`src/rtl/riscv_dm_pkg.sv`:
```
// DMI widths, op encodings and arbiter types shared by the debug module and the DMI arbiter.
// Latency: none, declarations only.
// Backpressure: not applicable.
package riscv_dm_pkg;

   localparam int DMI_ADDR_WIDTH = 7;
   localparam int DMI_DATA_WIDTH = 32;
   localparam int DMI_OP_WIDTH   = 2;

   // Request ops
   localparam logic [DMI_OP_WIDTH-1:0] DTM_NOP   = 2'd0;
   localparam logic [DMI_OP_WIDTH-1:0] DTM_READ  = 2'd1;
   localparam logic [DMI_OP_WIDTH-1:0] DTM_WRITE = 2'd2;

   // Response ops
   localparam logic [DMI_OP_WIDTH-1:0] DTM_SUCCESS  = 2'd0;
   localparam logic [DMI_OP_WIDTH-1:0] RD_OP_FAILED = 2'd2;
   localparam logic [DMI_OP_WIDTH-1:0] DTM_BUSY     = 2'd3;

   typedef enum logic [1:0] {
      ARB_IDLE  = 2'd0,
      ARB_REQ   = 2'd1,
      ARB_RESP  = 2'd2,
      ARB_DRAIN = 2'd3
   } dmi_arb_state_t;

   typedef struct packed {
      logic [DMI_ADDR_WIDTH-1:0] addr;
      logic [DMI_DATA_WIDTH-1:0] data;
      logic [DMI_OP_WIDTH-1:0]   op;
   } dmi_req_t;

   // Next round-robin position after idx in a ring of n entries.
   function automatic int unsigned rr_next(input int unsigned idx, input int unsigned n);
      return (idx + 1 >= n) ? 0 : idx + 1;
   endfunction

endpackage

```
`src/rtl/riscv_dmi_rr_pick.sv`:
```
// Round-robin search: first set bit of valid_i starting at rr_ptr_i, wrapping around.
// Latency: purely combinational.
// Backpressure: none; the caller decides when the pick is consumed.
module riscv_dmi_rr_pick #(
   parameter int NUM_REQ = 2,
   parameter int IW      = $clog2(NUM_REQ)
) (
   input  logic [NUM_REQ-1:0] valid_i,
   input  logic [IW-1:0]      rr_ptr_i,
   output logic [IW-1:0]      winner_o,
   output logic               any_valid_o
);

   int idx;

   // Walk the ring from the pointer and latch the first requester found.
   always_comb begin
      winner_o    = '0;
      any_valid_o = 1'b0;
      idx         = 0;
      for (int i = 0; i < NUM_REQ; i++) begin
         idx = int'(rr_ptr_i) + i;
         if (idx >= NUM_REQ) begin
            idx = idx - NUM_REQ;
         end
         if (!any_valid_o && valid_i[IW'(idx)]) begin
            any_valid_o = 1'b1;
            winner_o    = IW'(idx);
         end
      end
   end

endmodule

```
`src/rtl/riscv_dmi_arbiter.sv`:
```
// Shares one DMI request/response port of the DM between NUM_REQ requesters, round-robin, one transaction in flight.
// Latency: request accepted at edge N is presented to the DM in cycle N+1; 3-cycle minimum turnaround.
// Backpressure: losers and all requesters outside IDLE see req_ready_o=0; DM response waits on the granted resp_ready_i.
module riscv_dmi_arbiter
   import riscv_dm_pkg::*;
#(
   parameter int NUM_REQ        = 2,
   parameter int TIMEOUT_CYCLES = 0
) (
   input  logic                                      clk_i,
   input  logic                                      trst_i,

   input  logic [NUM_REQ-1:0]                        req_valid_i,
   output logic [NUM_REQ-1:0]                        req_ready_o,
   input  logic [NUM_REQ-1:0][DMI_ADDR_WIDTH-1:0]    req_addr_i,
   input  logic [NUM_REQ-1:0][DMI_DATA_WIDTH-1:0]    req_data_i,
   input  logic [NUM_REQ-1:0][DMI_OP_WIDTH-1:0]      req_op_i,

   output logic [NUM_REQ-1:0]                        resp_valid_o,
   input  logic [NUM_REQ-1:0]                        resp_ready_i,
   output logic [DMI_DATA_WIDTH-1:0]                 resp_data_o,
   output logic [DMI_OP_WIDTH-1:0]                   resp_op_o,

   output logic                                      dm_req_valid_o,
   input  logic                                      dm_req_ready_i,
   output logic [DMI_ADDR_WIDTH-1:0]                 dm_req_addr_o,
   output logic [DMI_DATA_WIDTH-1:0]                 dm_req_data_o,
   output logic [DMI_OP_WIDTH-1:0]                   dm_req_op_o,

   input  logic                                      dm_resp_valid_i,
   output logic                                      dm_resp_ready_o,
   input  logic [DMI_DATA_WIDTH-1:0]                 dm_resp_data_i,
   input  logic [DMI_OP_WIDTH-1:0]                   dm_resp_op_i,

   output logic [$clog2(NUM_REQ)-1:0]                grant_o,
   output logic                                      busy_o
);

   localparam int             GW     = $clog2(NUM_REQ);
   localparam bit             TO_EN  = (TIMEOUT_CYCLES > 0);
   localparam int             CW     = TO_EN ? $clog2(TIMEOUT_CYCLES + 1) : 1;
   localparam logic [CW-1:0]  TO_VAL = CW'(TIMEOUT_CYCLES);

   dmi_arb_state_t state_q, state_d;
   dmi_req_t       req_q;
   logic [GW-1:0]  rr_ptr_q;
   logic [GW-1:0]  grant_q;
   logic [GW-1:0]  grant_inc;
   logic [GW-1:0]  winner;
   logic           any_valid;
   logic [CW-1:0]  cnt_q;
   logic           timed_out;
   logic           capture;
   logic           advance;

   riscv_dmi_rr_pick #(
      .NUM_REQ (NUM_REQ),
      .IW      (GW)
   ) u_rr_pick (
      .valid_i     (req_valid_i),
      .rr_ptr_i    (rr_ptr_q),
      .winner_o    (winner),
      .any_valid_o (any_valid)
   );

   assign grant_inc     = GW'(rr_next(32'(grant_q), NUM_REQ));
   assign timed_out     = TO_EN && (cnt_q == TO_VAL);
   assign dm_req_addr_o = req_q.addr;
   assign dm_req_data_o = req_q.data;
   assign dm_req_op_o   = req_q.op;
   assign grant_o       = grant_q;
   assign busy_o        = (state_q != ARB_IDLE);

   // Next-state and handshake decode; a real DM response always wins over a synthesized failure.
   always_comb begin
      state_d         = state_q;
      req_ready_o     = '0;
      resp_valid_o    = '0;
      resp_data_o     = dm_resp_data_i;
      resp_op_o       = dm_resp_op_i;
      dm_req_valid_o  = 1'b0;
      dm_resp_ready_o = 1'b0;
      capture         = 1'b0;
      advance         = 1'b0;

      unique case (state_q)
         ARB_IDLE: begin
            if (any_valid) begin
               req_ready_o[winner] = 1'b1;
               capture             = 1'b1;
               state_d             = ARB_REQ;
            end
         end
         ARB_REQ: begin
            dm_req_valid_o = 1'b1;
            if (dm_req_ready_i) begin
               state_d = ARB_RESP;
            end
         end
         ARB_RESP: begin
            dm_resp_ready_o = resp_ready_i[grant_q];
            if (dm_resp_valid_i) begin
               resp_valid_o[grant_q] = 1'b1;
               if (resp_ready_i[grant_q]) begin
                  state_d = ARB_IDLE;
                  advance = 1'b1;
               end
            end else if (timed_out) begin
               resp_valid_o[grant_q] = 1'b1;
               resp_op_o             = RD_OP_FAILED;
               resp_data_o           = '0;
               if (resp_ready_i[grant_q]) begin
                  state_d = ARB_DRAIN;
               end
            end
         end
         ARB_DRAIN: begin
            dm_resp_ready_o = 1'b1;
            if (dm_resp_valid_i) begin
               state_d = ARB_IDLE;
               advance = 1'b1;
            end
         end
         default: begin
            state_d = ARB_IDLE;
         end
      endcase

      // Reset holds every handshake low, even the combinational IDLE grant.
      if (trst_i) begin
         req_ready_o     = '0;
         resp_valid_o    = '0;
         resp_data_o     = '0;
         resp_op_o       = '0;
         dm_req_valid_o  = 1'b0;
         dm_resp_ready_o = 1'b0;
         capture         = 1'b0;
         advance         = 1'b0;
      end
   end

   // FSM state and round-robin pointer; the pointer moves past the grant once its transaction retires.
   always_ff @(posedge clk_i or posedge trst_i) begin
      if (trst_i) begin
         state_q  <= ARB_IDLE;
         rr_ptr_q <= '0;
      end else begin
         state_q <= state_d;
         if (advance) begin
            rr_ptr_q <= grant_inc;
         end
      end
   end

   // Capture the winner's payload so the DM sees it stable regardless of the requester.
   always_ff @(posedge clk_i or posedge trst_i) begin
      if (trst_i) begin
         req_q   <= '0;
         grant_q <= '0;
      end else if (capture) begin
         req_q.addr <= req_addr_i[winner];
         req_q.data <= req_data_i[winner];
         req_q.op   <= req_op_i[winner];
         grant_q    <= winner;
      end
   end

   // Response wait counter: cleared entering RESP, saturates at the timeout value.
   always_ff @(posedge clk_i or posedge trst_i) begin
      if (trst_i) begin
         cnt_q <= '0;
      end else if (state_q == ARB_REQ && state_d == ARB_RESP) begin
         cnt_q <= '0;
      end else if (TO_EN && state_q == ARB_RESP && cnt_q != TO_VAL) begin
         cnt_q <= cnt_q + CW'(1);
      end
   end

endmodule

```
`config.mk`:
```
export PLATFORM = sky130hd
export DESIGN_NAME = riscv_dmi_arbiter
export DESIGN_NICKNAME = d
export VERILOG_FILES = /design/src/rtl/riscv_dm_pkg.sv /design/src/rtl/riscv_dmi_rr_pick.sv /design/src/rtl/riscv_dmi_arbiter.sv
export SDC_FILE = /design/constraint.sdc
export NUM_CORES = 1
export LEC_CHECK = 0
export ABC_CLOCK_PERIOD_IN_PS = 2320
export CAP_MARGIN = 20
export CORE_AREA = 2 2 80 82
export CTS_CLUSTER_SIZE = 40
export DETAILED_ROUTE_END_ITERATION = 10
export DIE_AREA = 0 0 82 84
export DONT_BUFFER_PORTS = 1
export SKIP_CTS_REPAIR_TIMING = 1
export SLEW_MARGIN = 5
export SYNTH_ARGS = -nofsm -noshare
export SYNTH_HDL_FRONTEND = slang
export SYNTH_SLANG_ARGS = --single-unit
```
`constraint.sdc`:
```
create_clock -name clk_i -period 2.32 [get_ports clk_i]
set_input_delay 0.58 -clock clk_i [delete_from_list [all_inputs] [get_ports clk_i]]
set_output_delay 0.58 -clock clk_i [all_outputs]
set_load 0.03 [all_outputs]
```
# Yosys cells after proc, flatten, opt, wreduce, memory -nomap -nowiden

Cells that the tools add are included.

Multiplexer cells: 49
Equal/unequal tests: 8
Add/subtract/negate cells: 4
Reduce and logical (&&, ||, !) cells: 7
Magnitude comparators: 9

Operators with widths:

| kind                                                                                 | number |
|---|---|
| 32-bit two-way mux                                                                   | 3 |
| 2-bit two-way mux                                                                    | 14 |
| 1-bit two-way mux                                                                    | 25 |
| 7-bit two-way mux                                                                    | 2 |
| 2-bit != test (second input constant)                                                | 5 |
| 2-bit one-hot mux with 4 select lines                                                | 1 |
| 1-bit by 3-bit < comparator with 1-bit output (second input constant)                | 2 |
| 5-bit AND reduction                                                                  | 1 |
| 1-bit by 1-bit adder with 2-bit output (second input constant)                       | 2 |
| 2-bit == test (second input constant)                                                | 2 |
| 2-bit greater-or-equal comparator (second input constant)                            | 2 |
| 1-bit by 2-bit < comparator with 1-bit output (second input constant)                | 2 |
| 1-bit one-hot mux with 2 select lines                                                | 2 |
| 1-bit logical AND                                                                    | 3 |
| 1-bit demux with 1-bit select                                                        | 2 |
| 2-bit by 1-bit == test with 1-bit output (second input constant)                     | 1 |
| 1-bit greater-or-equal comparator (second input constant)                            | 2 |
| 1-bit by 2-bit greater-or-equal comparator with 1-bit output (second input constant) | 1 |
| 2-bit logical NOT                                                                    | 1 |
| 2-bit nonzero test                                                                   | 1 |
| 1-bit subtractor (second input constant)                                             | 2 |
| 1-bit logical NOT                                                                    | 1 |

Register bits: 45
Input port bits: 124
Word-level logic and storage cells: 83
Output and inout bits: 83

# Longest topological paths before layout

Gate-level depths: netlist of run 1.

Depth in word-level cells: 16
Mapped depth: 6
Depth with buffers taken out: 3

# By module

Synthesis of run 1 repeated with hierarchy kept, for this count alone.

Cell total of the unflattened synthesis: 248
Area total of the unflattened synthesis: 2439.8 µm²

By module, submodules not included:

| module            | instances | sequential area each (µm²) | area each (µm²) | cells an instance |
|---|---|---|---|---|
| riscv_dmi_arbiter | 1         | 1126.1                     | 2426.1          | 246 |
| riscv_dmi_rr_pick | 1         | 0.0                        | 13.8            | 2 |

# Least setup slack after synthesis of run 1

Ideal clock, no wire load.

Kind: in2out
From: in trst_i
To: out resp_valid_o[1]
Setup slack: -71 ps
Cell stages on the path: 2
Buffers on the path: 1
Required time: 1740 ps
Arrival: 1811 ps
Path through: clkbuf_1 -> nor4b_1

Word-level cells in the longest chain between the ends: 1

RTL lines:

| what              | line                     | text |
|---|---|---|
| from (decl)       | riscv_dmi_arbiter.sv:11  | `input logic trst_i,` |
| 2-bit two-way mux | riscv_dmi_arbiter.sv:130 | `if (trst_i) begin` |
| to (decl)         | riscv_dmi_arbiter.sv:19  | `output logic [NUM_REQ-1:0] resp_valid_o,` |

Every way passes these cells.

# Worst setup path after layout of run 1

From: reg state_q[0]
To: out req_ready_o[0]

Word-level cells in the longest chain between the ends: 3

RTL lines:

| what                   | line                     | text |
|---|---|---|
| from (decl)            | riscv_dmi_arbiter.sv:44  | `dmi_arb_state_t state_q, state_d;` |
| from (signal assigned) | riscv_dmi_arbiter.sv:148 | `state_q <= state_d;` |
| 2-bit logical NOT      | riscv_dmi_arbiter.sv:86  | `unique case (state_q)` |
| 2-bit two-way mux      | riscv_dmi_arbiter.sv:86  |  |
| 2-bit two-way mux      | riscv_dmi_arbiter.sv:130 |  |
| to (decl)              | riscv_dmi_arbiter.sv:14  | `output logic [NUM_REQ-1:0] req_ready_o,` |

Every way passes these cells.

==> flow_metrics.env, run 1 <==
export IMPL_syn_nets=367
export IMPL_slew_headroom_pct=59.1
export IMPL_grt_pass1_wl_um=7770
export IMPL_nNetsFinal=380
export IMPL_timing_setup_tns_ns=0
export IMPL_vias=1763
export IMPL_comb_power_share_pct=28.6
export IMPL_insertion_delay_ns=0.29
export IMPL_critPathLaunchType="register"
export IMPL_initialDrtViolationCount=65
export IMPL_coreArea_um2=6100
export IMPL_max_freq_ghz=0.474
export IMPL_cts_sink_count=45
export IMPL_switchingPower_mw=1.90
export IMPL_power_frac_clock_pct=14.7
export IMPL_fin_crit_sh_pct=91.0
export IMPL_cp_num_buf_inv=0
export IMPL_cts_buffers=5
export IMPL_area_growth_pct=12.5
export IMPL_post_route_min_period_ns=2.11
export IMPL_cp_end_kind="output port"
export IMPL_fp_row_count=29
export IMPL_max_vdd_ir_drop_mv=0.557
export IMPL_syn_inst=243
export IMPL_post_drt_wl_per_cell_um=17.1
export IMPL_power_density_nw_per_um2=1420
export IMPL_die_w_um=82
export IMPL_arrival_ns=1.53
export IMPL_initial_core_util_pct=39.5
export IMPL_via_per_inst=5.28
export IMPL_rsz0062_at_grt="false"
export IMPL_path_clk_slew_ns=0.08
export IMPL_crit_required_ns=1.74
export IMPL_leakage_nw=1.28
export IMPL_io_pins=207
export IMPL_cp_slowest_cell="dfrtp_1"
export IMPL_maxSlewViolCount=0
export IMPL_port_buffers=0
export IMPL_avgSynthCellArea_um2=9.91
export IMPL_worstHoldPathType="input port to async pin"
export IMPL_ant_nets=0
export IMPL_max_slew_worst_pin_slew_ns=0.613
export IMPL_cp_cell_sequence="nor4b_4, and2_1"
export IMPL_fin_worst_skew_ns=0.00513
export IMPL_layout_drive_gt1_share_pct=18.8
export IMPL_drc=0
export IMPL_critPathKind="register to output port"
export IMPL_worstPathMaxFanout=9
export IMPL_seq_power_share_pct=56.7
export IMPL_first_pass_iters=4
export IMPL_cts_tree="built"
export IMPL_root_buffer="clkbuf_8"
export IMPL_antenna_found_initial=0
export IMPL_p_sw_share_pct=49.4
export IMPL_grt_pass1_vias=1555
export IMPL_ys_seq_area_share_pct=46.8
export IMPL_cap_violations=0
export IMPL_cpPeakStageDelay_ns=0.50
export IMPL_p_int_mw=1.94
export IMPL_hold_ws_ns=0.179
export IMPL_gp_congestion=0.710
export IMPL_grt_remaining_overflow=0
export IMPL_critical_path_top_delay_family="simple AND/OR/NAND/NOR gates"
export IMPL_place_hpwl_um=4540
export IMPL_wirelength_um=5710
export IMPL_die_h_um=84
export IMPL_yosysWarnings=0
export IMPL_mappedNetlistArea_um2=2410
export IMPL_grt_max_degree=58
export IMPL_status="finished, final reports clean"
export IMPL_setup_violations_final=0
export IMPL_finalHoldViolCount=0
export IMPL_max_clock_path_buffers=2
export IMPL_track_usage_pct=15.2
export IMPL_ys_ff_latch=45
export IMPL_synth_cell_types=24
export IMPL_die_area_um2=6890
export IMPL_htree_levels=2
flip-flops by register name (all words and copies together) (netlist names):
| name | cells |
|---|---|
| rr_ptr_q | 1 |
| dm_req_data_o | 32 |
| state_q | 2 |
| grant_o | 1 |
| dm_req_op_o | 2 |
| dm_req_addr_o | 7 |
synthesized netlist by cell type (all sizes together):
cell | number | area share, %
dfrtp | 45 | 47
clkbuf | 4 | 0.62
nand2 | 2 | 0.31
nor4b | 2 | 1.4
o21ai | 1 | 0.21
nand3 | 1 | 0.21
nor4 | 1 | 0.26
nor2 | 42 | 6.5
nor2b | 34 | 8.8
nand2b | 1 | 0.26
or2 | 1 | 0.26
inv | 3 | 0.47
mux2i | 42 | 17
a21oi | 42 | 10
o2111ai | 1 | 0.36
nor3b | 2 | 0.62
and2 | 2 | 0.52
buf | 14 | 3.6
o21ba | 1 | 0.42
mux2 | 2 | 0.94
per-layer routing:
metal,up-vias,GRT usage [%],routed length (um)
met5,-,0,0
met4,0,6.36,142
met3,11,4.98,650
li1,846,-,-
met2,124,27.2,2980
met1,782,15.9,1940
power groups by stage:
stage / Clock, mW / Sequential [mW] / Combinational [mW]
detailed placement: 0 / 2.21 / 1.12
floorplan: 0 / 2.11 / 0.959
global placement: 0 / 2.20 / 1.08
global route: 0.632 / 2.23 / 1.22
CTS: 0.593 / 2.19 / 1.12
finish: 0.564 / 2.18 / 1.10
layout make-up:
type | instances | area (um^2)
Clock buffer | 5 | 68.8
Inverter | 3 | 15.0
Antenna cell | 1 | 2.50
Fill cell | 600 | 3390
Tap cell | 77 | 96.3
Sequential cell | 45 | 1130
Clock inverter | 2 | 35.0
Multi-Input combinational cell | 177 | 1180
Timing Repair Buffer | 24 | 180
placed cells by master (no fill, tap or decap):
cell,instances
bufinv_16,1
nor3b_1,2
inv_1,2
nor2b_1,34
o21ba_2,1
o21ai_0,1
nor2_1,42
clkinv_2,1
nor4b_4,1
nor4b_2,1
o2111ai_1,1
a21oi_1,34
and2_1,2
clkinvlp_4,1
mux2_2,2
nand3_1,1
dfrtp_1,45
mux2i_1,42
a21oi_2,8
buf_4,24
or2_2,1
nand2b_1,1
nand2_2,1
clkbuf_8,5
diode_2,1
nor4_2,1
nand2_1,1
final timing paths:
kind | start | end | slack, ns | cells past startpoint
setup / recovery | state_q[0]$_DFFE_PP0P_ | req_ready_o[0] | 0.21 | 2
hold / removal | trst_i | dm_req_data_o[2]$_DFFE_PP0P_ | 0.18 | 1
setup reg to reg | state_q[0]$_DFFE_PP0P_ | grant_o$_DFFE_PP0P_ | 0.44 | 3
hold reg to reg | rr_ptr_q$_DFFE_PP0P_ | grant_o$_DFFE_PP0P_ | 0.59 | 1
max in group asynchronous | trst_i | dm_req_addr_o[0]$_DFFE_PP0P_ | 1.45 | 2
min in group clk_i | req_valid_i[0] | state_q[0]$_DFFE_PP0P_ | 0.43 | 2
worst register-to-register path, stage by stage, from the launching register on:
cell,delay (ns)
dfrtp_1,0.50
nor4b_4,0.38
buf_4,0.50
mux2_2,0.39
logic make-up (layout without fill, tap and decap cells):
kind of cell / after synthesis / in the layout / share of synthesized area (%)
AOI/OAI and AO/OA: 45 / 45 / 11.0
buffers and inverters: 21 / 34 / 4.68
DFF: 45 / 45 / 46.8
muxes: 44 / 44 / 18.4
other: 0 / 1 / 0
and+or+nand+nor: 88 / 88 / 19.2
per-stage QoR:
step	setup slack [ns]	cells	cell area (um^2)	utilization (%)	power (mW)
after floorplan	0.130	243	2420	-	3.07
after global placement	0.405	326	2600	42.7	3.28
after detailed placement	0.386	326	2600	42.7	3.33
after CTS	0.175	333	2710	44.4	3.90
after global routing	0.105	333	2710	44.4	4.09
final	0.209	334	2710	44.4	3.84
Note: power is estimated with default switching activity, not from simulation.
==> run 2, diff against run 1 <==
Settings changed: ABC_CLOCK_PERIOD_IN_PS 2320 to default.
==> results of run 2 <==
Same layout as run 1: the final DEF is identical, and so are final timing and power.
